## config.mk

```make
export PLATFORM = sky130hd
export DESIGN_NAME = bus_interconnect_flat
export DESIGN_NICKNAME = d
export VERILOG_FILES = /design/src/rtl/bus_interconnect_if.sv /design/src/rtl/bus_interconnect.sv /design/src/flat_wrapper.sv
export SDC_FILE = /design/constraint.sdc
export NUM_CORES = 1
export LEC_CHECK = 0
export ABC_AREA = 1
export BUFFER_PORTS_ARGS = -buffer_cell sky130_fd_sc_hd__clkbuf_2
export CAP_MARGIN = 0
export CORE_AREA = 2 2 245 247
export DETAILED_ROUTE_END_ITERATION = 10
export DIE_AREA = 0 0 247 249
export PLACE_DENSITY = 0.32
export SYNTH_ARGS = -nofsm -noshare
export SYNTH_HDL_FRONTEND = slang
export SYNTH_SLANG_ARGS = --single-unit
```

## constraint.sdc

```tcl
create_clock -name clk -period 2.4 [get_ports clk]
set_input_delay 0.36 -clock clk [delete_from_list [all_inputs] [get_ports clk]]
set_output_delay 0.36 -clock clk [all_outputs]
set_load 0.01 [all_outputs]
```

## src/rtl/bus_interconnect_if.sv

```systemverilog
// Shared-bus signal bundle for bus_interconnect. The master modport is the
// fabric's view; the slave modport is the attached masters/slaves (bench) view.
interface bus_interconnect_if #(
  parameter int ADDR_W = 30,
  parameter int DATA_W = 32
);
  logic [3:0]        mReq_;
  logic [3:0]        mGrnt_;
  logic [ADDR_W-1:0] mAddr [4];
  logic [3:0]        mAs_;
  logic [3:0]        mRW;
  logic [DATA_W-1:0] mData [4];
  logic [ADDR_W-1:0] sAddr;
  logic              sAs_;
  logic              sRW;
  logic [DATA_W-1:0] sData;
  logic [7:0]        sCS_;
  logic [DATA_W-1:0] sRdData [8];
  logic [7:0]        sRdy_;
  logic [DATA_W-1:0] mRdData;
  logic              mRdy_;

  modport master (
    input  mReq_, mAddr, mAs_, mRW, mData, sRdData, sRdy_,
    output mGrnt_, sAddr, sAs_, sRW, sData, sCS_, mRdData, mRdy_
  );

  modport slave (
    output mReq_, mAddr, mAs_, mRW, mData, sRdData, sRdy_,
    input  mGrnt_, sAddr, sAs_, sRW, sData, sCS_, mRdData, mRdy_
  );
endinterface

```

## src/rtl/bus_interconnect.sv

```systemverilog
// 4-master / 8-slave shared bus with round-robin arbitration and a 3-bit address decoder.
// Optional slave timeout enabled by defining BUS_TIMEOUT_EN.
module bus_interconnect #(
  parameter int ADDR_W = 30,
  parameter int DATA_W = 32
) (
  input  logic                clk,
  input  logic                reset_,
  bus_interconnect_if.master  bus
);

  logic [1:0]        owner_q, owner_d;
  logic [1:0]        cand;
  logic              found;
  logic [2:0]        sel;
  logic [DATA_W-1:0] sel_rd;
  logic              sel_rdy_;

  // Owner keeps the bus while requesting; otherwise scan owner+1..owner+3.
  always_comb begin
    owner_d = owner_q;
    found   = 1'b0;
    cand    = '0;
    if (bus.mReq_[owner_q]) begin
      for (int i = 1; i < 4; i++) begin
        cand = owner_q + 2'(i);
        if (!found && !bus.mReq_[cand]) begin
          owner_d = cand;
          found   = 1'b1;
        end
      end
    end
  end

  always_ff @(posedge clk) begin
    if (reset_) owner_q <= 2'd0;
    else        owner_q <= owner_d;
  end

  assign bus.mGrnt_ = ~(4'b0001 << owner_q);
  assign bus.sAddr  = bus.mAddr[owner_q];
  assign bus.sAs_   = bus.mAs_[owner_q];
  assign bus.sRW    = bus.mRW[owner_q];
  assign bus.sData  = bus.mData[owner_q];

  // Decode ignores the strobe; slaves qualify their chip select with sAs_.
  assign sel      = bus.mAddr[owner_q][ADDR_W-1 -: 3];
  assign bus.sCS_ = ~(8'b0000_0001 << sel);
  assign sel_rd   = bus.sRdData[sel];
  assign sel_rdy_ = bus.sRdy_[sel];

`ifdef BUS_TIMEOUT_EN
  logic [7:0] tmo_q, tmo_d;
  logic       tmo_hit;

  assign tmo_hit = (tmo_q == 8'hFF);

  always_comb begin
    tmo_d = tmo_q + 8'd1;
    if (bus.mAs_[owner_q] || !sel_rdy_ || (owner_d != owner_q) || tmo_hit) tmo_d = 8'd0;
  end

  always_ff @(posedge clk) begin
    if (reset_) tmo_q <= 8'd0;
    else        tmo_q <= tmo_d;
  end

  // A hung slave is answered by the fabric with a zero-data ready pulse.
  assign bus.mRdy_   = sel_rdy_ & ~tmo_hit;
  assign bus.mRdData = tmo_hit ? '0 : sel_rd;
`else
  assign bus.mRdy_   = sel_rdy_;
  assign bus.mRdData = sel_rd;
`endif

endmodule

```

## src/flat_wrapper.sv

```systemverilog
// flat-port wrapper written by rule: the top's interface ports become plain ports
module bus_interconnect_flat 
#(
  parameter int ADDR_W = 30,
  parameter int DATA_W = 32
)
  (clk, reset_, bus_mReq_, bus_mAddr, bus_mAs_, bus_mRW, bus_mData, bus_sRdData, bus_sRdy_, bus_mGrnt_, bus_sAddr, bus_sAs_, bus_sRW, bus_sData, bus_sCS_, bus_mRdData, bus_mRdy_);
  bus_interconnect_if #(.ADDR_W(ADDR_W), .DATA_W(DATA_W)) bus_i ();
  input  logic clk;
  input  logic reset_;
  input wire logic [$bits(bus_i.mReq_)-1:0] bus_mReq_;
  input wire logic [$bits(bus_i.mAddr)-1:0] bus_mAddr;
  input wire logic [$bits(bus_i.mAs_)-1:0] bus_mAs_;
  input wire logic [$bits(bus_i.mRW)-1:0] bus_mRW;
  input wire logic [$bits(bus_i.mData)-1:0] bus_mData;
  input wire logic [$bits(bus_i.sRdData)-1:0] bus_sRdData;
  input wire logic [$bits(bus_i.sRdy_)-1:0] bus_sRdy_;
  output wire logic [$bits(bus_i.mGrnt_)-1:0] bus_mGrnt_;
  output wire logic [$bits(bus_i.sAddr)-1:0] bus_sAddr;
  output wire logic [$bits(bus_i.sAs_)-1:0] bus_sAs_;
  output wire logic [$bits(bus_i.sRW)-1:0] bus_sRW;
  output wire logic [$bits(bus_i.sData)-1:0] bus_sData;
  output wire logic [$bits(bus_i.sCS_)-1:0] bus_sCS_;
  output wire logic [$bits(bus_i.mRdData)-1:0] bus_mRdData;
  output wire logic [$bits(bus_i.mRdy_)-1:0] bus_mRdy_;
  assign bus_i.mReq_ = bus_mReq_;
  assign bus_i.mAddr = {>>{bus_mAddr}};
  assign bus_i.mAs_ = bus_mAs_;
  assign bus_i.mRW = bus_mRW;
  assign bus_i.mData = {>>{bus_mData}};
  assign bus_i.sRdData = {>>{bus_sRdData}};
  assign bus_i.sRdy_ = bus_sRdy_;
  assign bus_mGrnt_ = bus_i.mGrnt_;
  assign bus_sAddr = bus_i.sAddr;
  assign bus_sAs_ = bus_i.sAs_;
  assign bus_sRW = bus_i.sRW;
  assign bus_sData = bus_i.sData;
  assign bus_sCS_ = bus_i.sCS_;
  assign bus_mRdData = bus_i.mRdData;
  assign bus_mRdy_ = bus_i.mRdy_;
  bus_interconnect #(.ADDR_W(ADDR_W), .DATA_W(DATA_W)) u_core (.clk(clk), .reset_(reset_), .bus(bus_i));
endmodule
```

==> metrics list, run 1 <==
- The register with the most flip-flops in the layout has 2 of them.
- Of all nets on the critical path, the largest fanout is 16.
- All-layer global routing usage: 12.1%
- Minimum clock period after layout: 2.31 ns
* Core area: between 50000 and 60000 sq um
* Worst Tran Pin Value: slightly above 0.5 ns
* Number of failing hold endpoints at the final stage: 0
- After clock tree synthesis, the clock-pin slew on the worst setup and hold paths is approximately 0.03 ns.
* Ratio of routed vias to standard cells: 3.84
- Fin Setup TNS: 0 ns
* Maximum buffer depth of the clock tree: 2
- Data on the critical path arrives at its endpoint at around 2.0 ns.
- The worst-case IR drop observed on VDD is roughly 0.47 mV.
* Initial antenna violation count: 6
- R2r worst-path depth: 9
* End point of the most critical hold path: u_core.owner_q[0]$_SDFFE_PP0P_
- For the worst setup path, the data required time is 2.04 ns.
- Counting instances, the worst hold path has a depth of 4.
- Hold repair after CTS inserted 0 buffers.
- Critical setup path kind: register to output pin
- Crit Reg-Reg Endpoint: u_core.owner_q[0]$_SDFFE_PP0P_
- Static Leakage: approximately 6.1 nW
- The first detailed-routing pass ran for 5 iterations.
- Min-Delay Startpoint: reset_
- For this design the ratio of total power to cell area is 1430 nW/um^2.
* Total length of routed wires: 42000 um
- Excluding fillers, the count of instances in the completed layout stands at about 2600.
- Starting Density: under 10%
- In the layout the commonest cells are sky130_fd_sc_hd__nand2_1 (712), sky130_fd_sc_hd__clkbuf_2 (624), sky130_fd_sc_hd__nor2_1 (129).
* Placed cells: about 2500
- The library cell used most frequently in the layout, excluding fill and tap cells, is sky130_fd_sc_hd__nand2_1.
- Final setup fails: 0
- DPL Wire Length: 33200 um
- The floorplan step defined a die boundary enclosing between 60000 and 70000 sq um.
* Number of cells produced by synthesis: around 1200
- Global routing finished with a remaining overflow of 0.
- The largest registers in the layout are u_core.owner_q (2).
* Relative slew slack: between 60% and 70%
- The netlist uses 22 different library cells.
* TritonCTS clock tree: done
- Register-to-register setup slack: around 0.34 ns
* Standard-cell row count: 89
* Top-level port count: between 600 and 700
- For this block, the via count after detailed routing is around 10000.
- After the last flow step, the layout net total stands at about 2300.
- Layout Area Growth over Synthesis: 101%
- Max frequency: 0.432 GHz
- Deepest level of the CTS H-tree: 1
- Entering global routing, the biggest net connects between 100 and 150 pins.
* Number of max-cap violations: 0
* Clock latency reported for the late side of the worst-skew pair: ~0.23 ns
- STA classifies the critical path startpoint as a register.
- Summing every instance area after synthesis gives roughly 5000 sq um.
- In this run the horizontal extent of the chip is 247 um.
- The worst path meets setup with about 0.085 ns of slack.
- Sequential area share after synthesis: less than 1%
* Worst clock skew: 0.00213 ns
- The worst setup path is captured at an output pin.
- Mapped Avg Cell Area: ~4.2 sq um
* Largest register by flop count: u_core.owner_q
- Wire length of the first global-routing pass: ~58000 um
- The floorplan step set the die height to between 200 and 250 um.
- The startpoint identified for the worst register-to-register timing path is u_core.owner_q[1]$_SDFFE_PP0P_.
- Post-layout util: around 17%
- Class of the tightest hold or removal check: input port to register
- Average wire length per cell after detail routing: about 16 um
* Gpl congestion: roughly 0.90
* Vias in the first global route: approximately 9800
- Yosys printed 0 warnings.
- TritonCTS created 3 clock buffers.
* Number of max-slew violations in the final report: 0
- Net count after synthesis: ~1700
- Pre-CTS worst setup slack: just over 0.09 ns
- The synthesized design contains 2 register bits.
- Setup repair after global routing missed its margin: yes
* Count of routing violations after the opening detailed-route iteration: 490
- Outcome: finished, final reports clean
* Final Total Pwr: 14.4 mW
- Cells with a size suffix above 1 make up 41.7% of the layout.
* Final antenna-violating net count: 0
- Number of I/O port buffers: around 630
- Master cell of the clock root buffer: sky130_fd_sc_hd__clkbuf_16
- Final clock period utilization by the worst path: between 90% and 100%
* DRC violation count after routing: 0
* Number of sinks handled by clock tree synthesis: 2
routing by layer:
| metal | routed length [um] | vias to the layer above | track usage, % |
|---|---|---|---|
| li1 | - | 4976 | - |
| met1 | 16300 | 4449 | 13.5 |
| met2 | 22100 | 439 | 23.6 |
| met3 | 2830 | 39 | 1.72 |
| met4 | 721 | 6 | 2.50 |
| met5 | 41 | - | 0 |
area by class of cell:
class | count | area [sq um]
fillers | 7014 | 48600
multi-input cells | 1076 | 4580
repair buffers | 707 | 4330
well taps | 773 | 967
inverters | 15 | 87.6
clock buffers | 4 | 78.8
flip-flops and latches | 2 | 47.5
repair inverters | 1 | 8.76
diodes | 2 | 5.00
cells by family (layout without fill, tap and decap cells):
family | after synthesis | after routing | synth area share (%)
AND/OR/NAND/NOR | 880 | 880 | 66.5
AO/OA/AOI/OAI | 192 | 192 | 20.9
adder cells (fa/ha/maj) | 4 | 4 | 0.997
flip-flops | 2 | 2 | 0.798
other | 0 | 2 | 0
buffers and inverters | 107 | 727 | 10.8
critical path: stages, from the launching register on:
cell,delay [ns]
sky130_fd_sc_hd__dfxtp_4,0.37
sky130_fd_sc_hd__buf_4,0.20
sky130_fd_sc_hd__o21ai_4,0.18
sky130_fd_sc_hd__nand2_4,0.09
sky130_fd_sc_hd__inv_6,0.10
sky130_fd_sc_hd__buf_12,0.17
sky130_fd_sc_hd__buf_16,0.15
sky130_fd_sc_hd__nand2_1,0.10
sky130_fd_sc_hd__nand2_1,0.07
sky130_fd_sc_hd__nand2_1,0.04
sky130_fd_sc_hd__nand2_1,0.09
sky130_fd_sc_hd__clkbuf_2,0.15
how the worst max path moves through the flow:
stage                                    from                             end  slack (ns)  cells after the start
6_report       u_core.owner_q[0]$_SDFFE_PP0P_                 bus_mRdData[10]        0.09                     11
5_1_grt        u_core.owner_q[0]$_SDFFE_PP0P_                  bus_mRdData[2]       -0.03                     13
4_1_cts        u_core.owner_q[0]$_SDFFE_PP0P_                 bus_mRdData[15]       0.001                     14
3_5_place_dp   u_core.owner_q[0]$_SDFFE_PP0P_                 bus_mRdData[25]        0.09                     14
3_3_place_gp   u_core.owner_q[0]$_SDFFE_PP0P_                 bus_mRdData[25]        0.10                     14
2_1_floorplan  u_core.owner_q[0]$_SDFFE_PP0P_  u_core.owner_q[1]$_SDFFE_PP0P_        0.39                     14
cells in the mapped netlist (all sizes together):
| library cell | number | area (sq um) |
|---|---|---|
| buf | 55 | 347 |
| o21ai | 126 | 631 |
| nand2 | 741 | 2790 |
| nand4 | 1 | 6.26 |
| clkbuf | 37 | 139 |
| nand3 | 9 | 55.1 |
| a32oi | 1 | 16.3 |
| a21oi | 4 | 20.0 |
| o22ai | 61 | 382 |
| dfxtp | 2 | 40.0 |
| inv | 15 | 58.8 |
| ha | 4 | 50.1 |
| nor2 | 129 | 484 |
what timing repair did:
action / 4_1_cts / 5_1_grt
setup buffers: 7 / 12
cloned: 3 / 14
pin swaps: 0 / 15
endpoints found under the setup margin: 30 / 34
gates resized for setup: 12 / 68
report_power, final:
group,internal [mW],switching [mW],total [mW]
sequential,0.0613,0.0536,0.115
clock,0.219,0.0458,0.265
combinational,5.70,8.35,14.1
total,5.99,8.44,14.4
through the flow:
step	cell area, sq um	hold WS [ns]
4_1_cts	9490	0.403
3_5_place_dp	9210	0.636
3_3_place_gp	9210	0.636
2_1_floorplan	5020	0.516
5_1_grt	10100	0.426
6_report	10100	0.397
Power figures use the tool's default switching activity.
==> run 2, diff against run 1 <==
--- a/config.mk
+++ b/config.mk
@@ -8,10 +8,10 @@
 export ABC_AREA = 1
 export BUFFER_PORTS_ARGS = -buffer_cell sky130_fd_sc_hd__clkbuf_2
 export CAP_MARGIN = 0
-export CORE_AREA = 2 2 245 247
+export CORE_AREA = 2 2 251 253
 export DETAILED_ROUTE_END_ITERATION = 10
-export DIE_AREA = 0 0 247 249
-export PLACE_DENSITY = 0.32
+export DIE_AREA = 0 0 253 255
+export PLACE_DENSITY = 0.31
 export SYNTH_ARGS = -nofsm -noshare
 export SYNTH_HDL_FRONTEND = slang
 export SYNTH_SLANG_ARGS = --single-unit
==> metrics list, run 2 (synthesized netlist as in run 1, its figures left out) <==
- The run finished with clean final reports.
- The TritonCTS sink count came to 2 (unchanged).
- The tightest slew margin relative to the limit was 57.8% (-7.7 points).
- Initial antenna violation count: 8 (+2)
- The final hold slack came to 0.514 ns (+0.116 ns).
* Part of the power in registers: 0.9% (about the same)
* Master cell of the clock root buffer: sky130_fd_sc_hd__clkbuf_16
- The largest registers in the layout are u_core.owner_q (2).
- Fin Setup TNS: 0 ns (unchanged)
- TritonCTS clock tree: done
- The data arrival time at the worst-slack endpoint is 2.00 ns (+0.05 ns).
- The number of flip-flops under the largest register name is 2 (unchanged).
* DRC violation count after routing: 0 (unchanged)
* Count of routing violations after the opening detailed-route iteration: 577 (+18%)
- The worst setup path is launched from a register.
- In the layout the commonest cells are sky130_fd_sc_hd__nand2_1 (732), sky130_fd_sc_hd__clkbuf_2 (633), sky130_fd_sc_hd__nor2_1 (129).
- The die boundary height was 255 um (+2.4%).
- X dimension of the die: 253 um (+2.4%)
- Number of max-slew violations in the final report: 0 (unchanged)
- The aggregate global-route resource usage was 12.2% (+0.16 points).
* Final setup fails: 0 (unchanged)
* Number of max-cap violations: 0 (unchanged)
* Post-layout util: 15.8% (-1.4 points)
- The total die area is 64500 sq um (+4.9%).
- The post-detailed-route wirelength per cell is 16.2 um (-0.44%).
- Via count of the routed design: 9829 (-0.81%)
- The routability-driven placement congestion ratio came to 0.889 (-1.2%).
- Required time at the worst-slack endpoint: 2.04 ns (about the same)
- The fraction of power spent switching nets came to 60.3% (+1.7 points).
- Static Leakage: 5.99 nW (-1.6%)
- Maximum buffer depth of the clock tree: 2 (unchanged)
- Ratio of routed vias to standard cells: 3.78 (-1.6%)
- The reported net switching power is 8.22 mW (-2.7%).
- Commonest non-fill, non-tap cell in the layout: sky130_fd_sc_hd__nand2_1
- The part of the total power dissipated in combinational logic came to 97.2% (-0.2 points).
* Clock input transition at the sequential cells of the worst setup and hold paths: 0.03 ns (about the same)
- The number of detailed-route iterations in the first pass came to 5 (unchanged).
* Post-detailed-placement cell area: 9280 sq um (+0.73%)
* Number of failing hold endpoints at the final stage: 0 (unchanged)
- The number of nets with antenna violations after detailed routing was 0 (unchanged).
* Largest register by flop count: u_core.owner_q
- Layout Area Growth over Synthesis: 96.0%
- Num CTS Buffers: 3 (unchanged)
* Wire length of the first global-routing pass: 59900 um (+3.5%)
* P per Cell Area: 1390 nW/um^2 (-3.0%)
- The filler-free cell count of the finished design is 2602 (+0.85%).
* Worst Tran Pin Value: 0.634 ns (+0.115 ns)
- Pre-CTS worst setup slack: -0.0656 ns (-0.157 ns)
- DPL Wire Length: 34800 um (+4.8%)
* Post-CTS Hold Fix Bufs: 0 (unchanged)
- Clock latency reported for the late side of the worst-skew pair: 0.22 ns (about the same)
* Kind of end point of the critical path: output pin
- Final Total Pwr: 13.6 mW (-5.5%)
- The clock skew after layout came to 0.00510 ns (+0.00297 ns).
- The count of port buffers added during placement was 634 (unchanged).
* Setup repair after global routing missed its margin: yes
* Maximum fanout along the worst path: 15 (-1)
* Cell area after layout: 9840 sq um (-2.6%)
* Largest net degree at the start of global routing: 131 (+10%)
* Minimum clock period after layout: 2.36 ns (+0.0477 ns)
- The sum of routed wire length over all layers is 42100 um (+0.41%).
- The cell row count came to 92 (+3.4%).
- The area of the placeable core is 62200 sq um (+5.9%).
- The via count of the first global-routing pass is 9940 (+1.0%).
* Final layout net count: 2330 (-0.26%)
- Peak ir drop on the vdd network: 0.466 mV (-0.62%)
- Class of the tightest hold or removal check: input port to register
- The fraction of power consumed by the clock network is 1.9% (about the same).
- Internal power summed over all cells: 5.42 mW (-9.5%)
- Top-level port count: 635 (unchanged)
* Layout cells sized above 1: 40.4% (-1.3 points)
- Total gr overflow: 0 (unchanged)
* Starting Density: 8.08% (-0.48 points)
- Deepest level of the CTS H-tree: 1 (unchanged)
* Critical setup path kind: register to output pin
- Max frequency: 0.423 GHz (-2.0%)
* Worst Setup Slack, final: 0.0375 ns (-0.0477 ns)
- The number of placed cells counting well taps is 2578 (+1.5%).
* Final clock period utilization by the worst path: 98.4% (+2.0 points)
[run 2: changes by cell type in the layout (fill, tap and decap cells not counted), moves of 2 or more]
| cell | previous run | this run |
|---|---|---|
| sky130_fd_sc_hd__clkbuf_16 | 15 | 3 |
| sky130_fd_sc_hd__nand2_2 | 24 | 7 |
| sky130_fd_sc_hd__bufbuf_16 | 1 | 5 |
| sky130_fd_sc_hd__diode_2 | 2 | 4 |
| sky130_fd_sc_hd__buf_16 | 7 | 4 |
| sky130_fd_sc_hd__clkbuf_2 | 624 | 633 |
| sky130_fd_sc_hd__nand2_4 | 4 | 1 |
| sky130_fd_sc_hd__inv_6 | 2 | 0 |
| sky130_fd_sc_hd__buf_6 | 11 | 13 |
| sky130_fd_sc_hd__buf_2 | 6 | 0 |
| sky130_fd_sc_hd__buf_4 | 30 | 33 |
| sky130_fd_sc_hd__nand2_1 | 712 | 732 |
[run 2: per-layer routing]
layer	GRT usage, %	routed length, um	vias up
met5	0	64	-
met4	4.73	1490	10
met3	1.87	2770	63
met2	23.4	21900	475
met1	13.4	15900	4319
li1	-	-	4962
[run 2: critical path, cell delays in order, from the launching register on]
cell	delay, ns
sky130_fd_sc_hd__dfxtp_4	0.38
sky130_fd_sc_hd__inv_8	0.12
sky130_fd_sc_hd__nand2_2	0.08
sky130_fd_sc_hd__nand3_4	0.09
sky130_fd_sc_hd__nand2_8	0.10
sky130_fd_sc_hd__inv_8	0.09
sky130_fd_sc_hd__buf_8	0.13
sky130_fd_sc_hd__bufbuf_16	0.28
sky130_fd_sc_hd__nand2_1	0.06
sky130_fd_sc_hd__nand2_1	0.06
sky130_fd_sc_hd__nand2_1	0.05
sky130_fd_sc_hd__nand2_1	0.06
sky130_fd_sc_hd__nand2_1	0.04
sky130_fd_sc_hd__nand2_1	0.06
sky130_fd_sc_hd__clkbuf_2	0.15
[run 2: area by class of cell]
type / instances / area, sq um
Multi-Input combinational cell: 1076 / 4510
Inverter: 15 / 76.3
Sequential cell: 2 / 47.5
Antenna cell: 4 / 10.0
Timing Repair Buffer: 702 / 4110
Tap cell: 799 / 1000
Clock buffer: 4 / 78.8
Fill cell: 7426 / 52300
[run 2: worst paths after layout]
check                                       from                        endpoint  slack (ns)  depth (start not counted)
setup / recovery  u_core.owner_q[0]$_SDFFE_PP0P_                  bus_mRdData[9]        0.04                         14
hold reg to reg   u_core.owner_q[1]$_SDFFE_PP0P_  u_core.owner_q[1]$_SDFFE_PP0P_        1.23                          7
setup reg to reg  u_core.owner_q[0]$_SDFFE_PP0P_  u_core.owner_q[0]$_SDFFE_PP0P_        0.26                         10
hold / removal                            reset_  u_core.owner_q[0]$_SDFFE_PP0P_        0.51                          5
[run 2: power groups by stage]
| stage | sequential, mW | clock, mW | combinational (mW) |
|---|---|---|---|
| after floorplan | 0.0698 | 0 | 7.12 |
| after global placement | 0.120 | 0 | 12.3 |
| after detailed placement | 0.119 | 0 | 12.2 |
| after CTS | 0.130 | 0.268 | 13.4 |
| after global routing | 0.132 | 0.273 | 14.7 |
| final | 0.123 | 0.264 | 13.2 |
[run 2: repair_timing]
action                                  in CTS  in global routing
resized for setup                           32                 12
pin swaps                                    3                  0
setup buffers                                9                  0
hold endpoints to repair                     0                  0
gates cloned                                 7                  0
endpoints found under the setup margin      45                 48
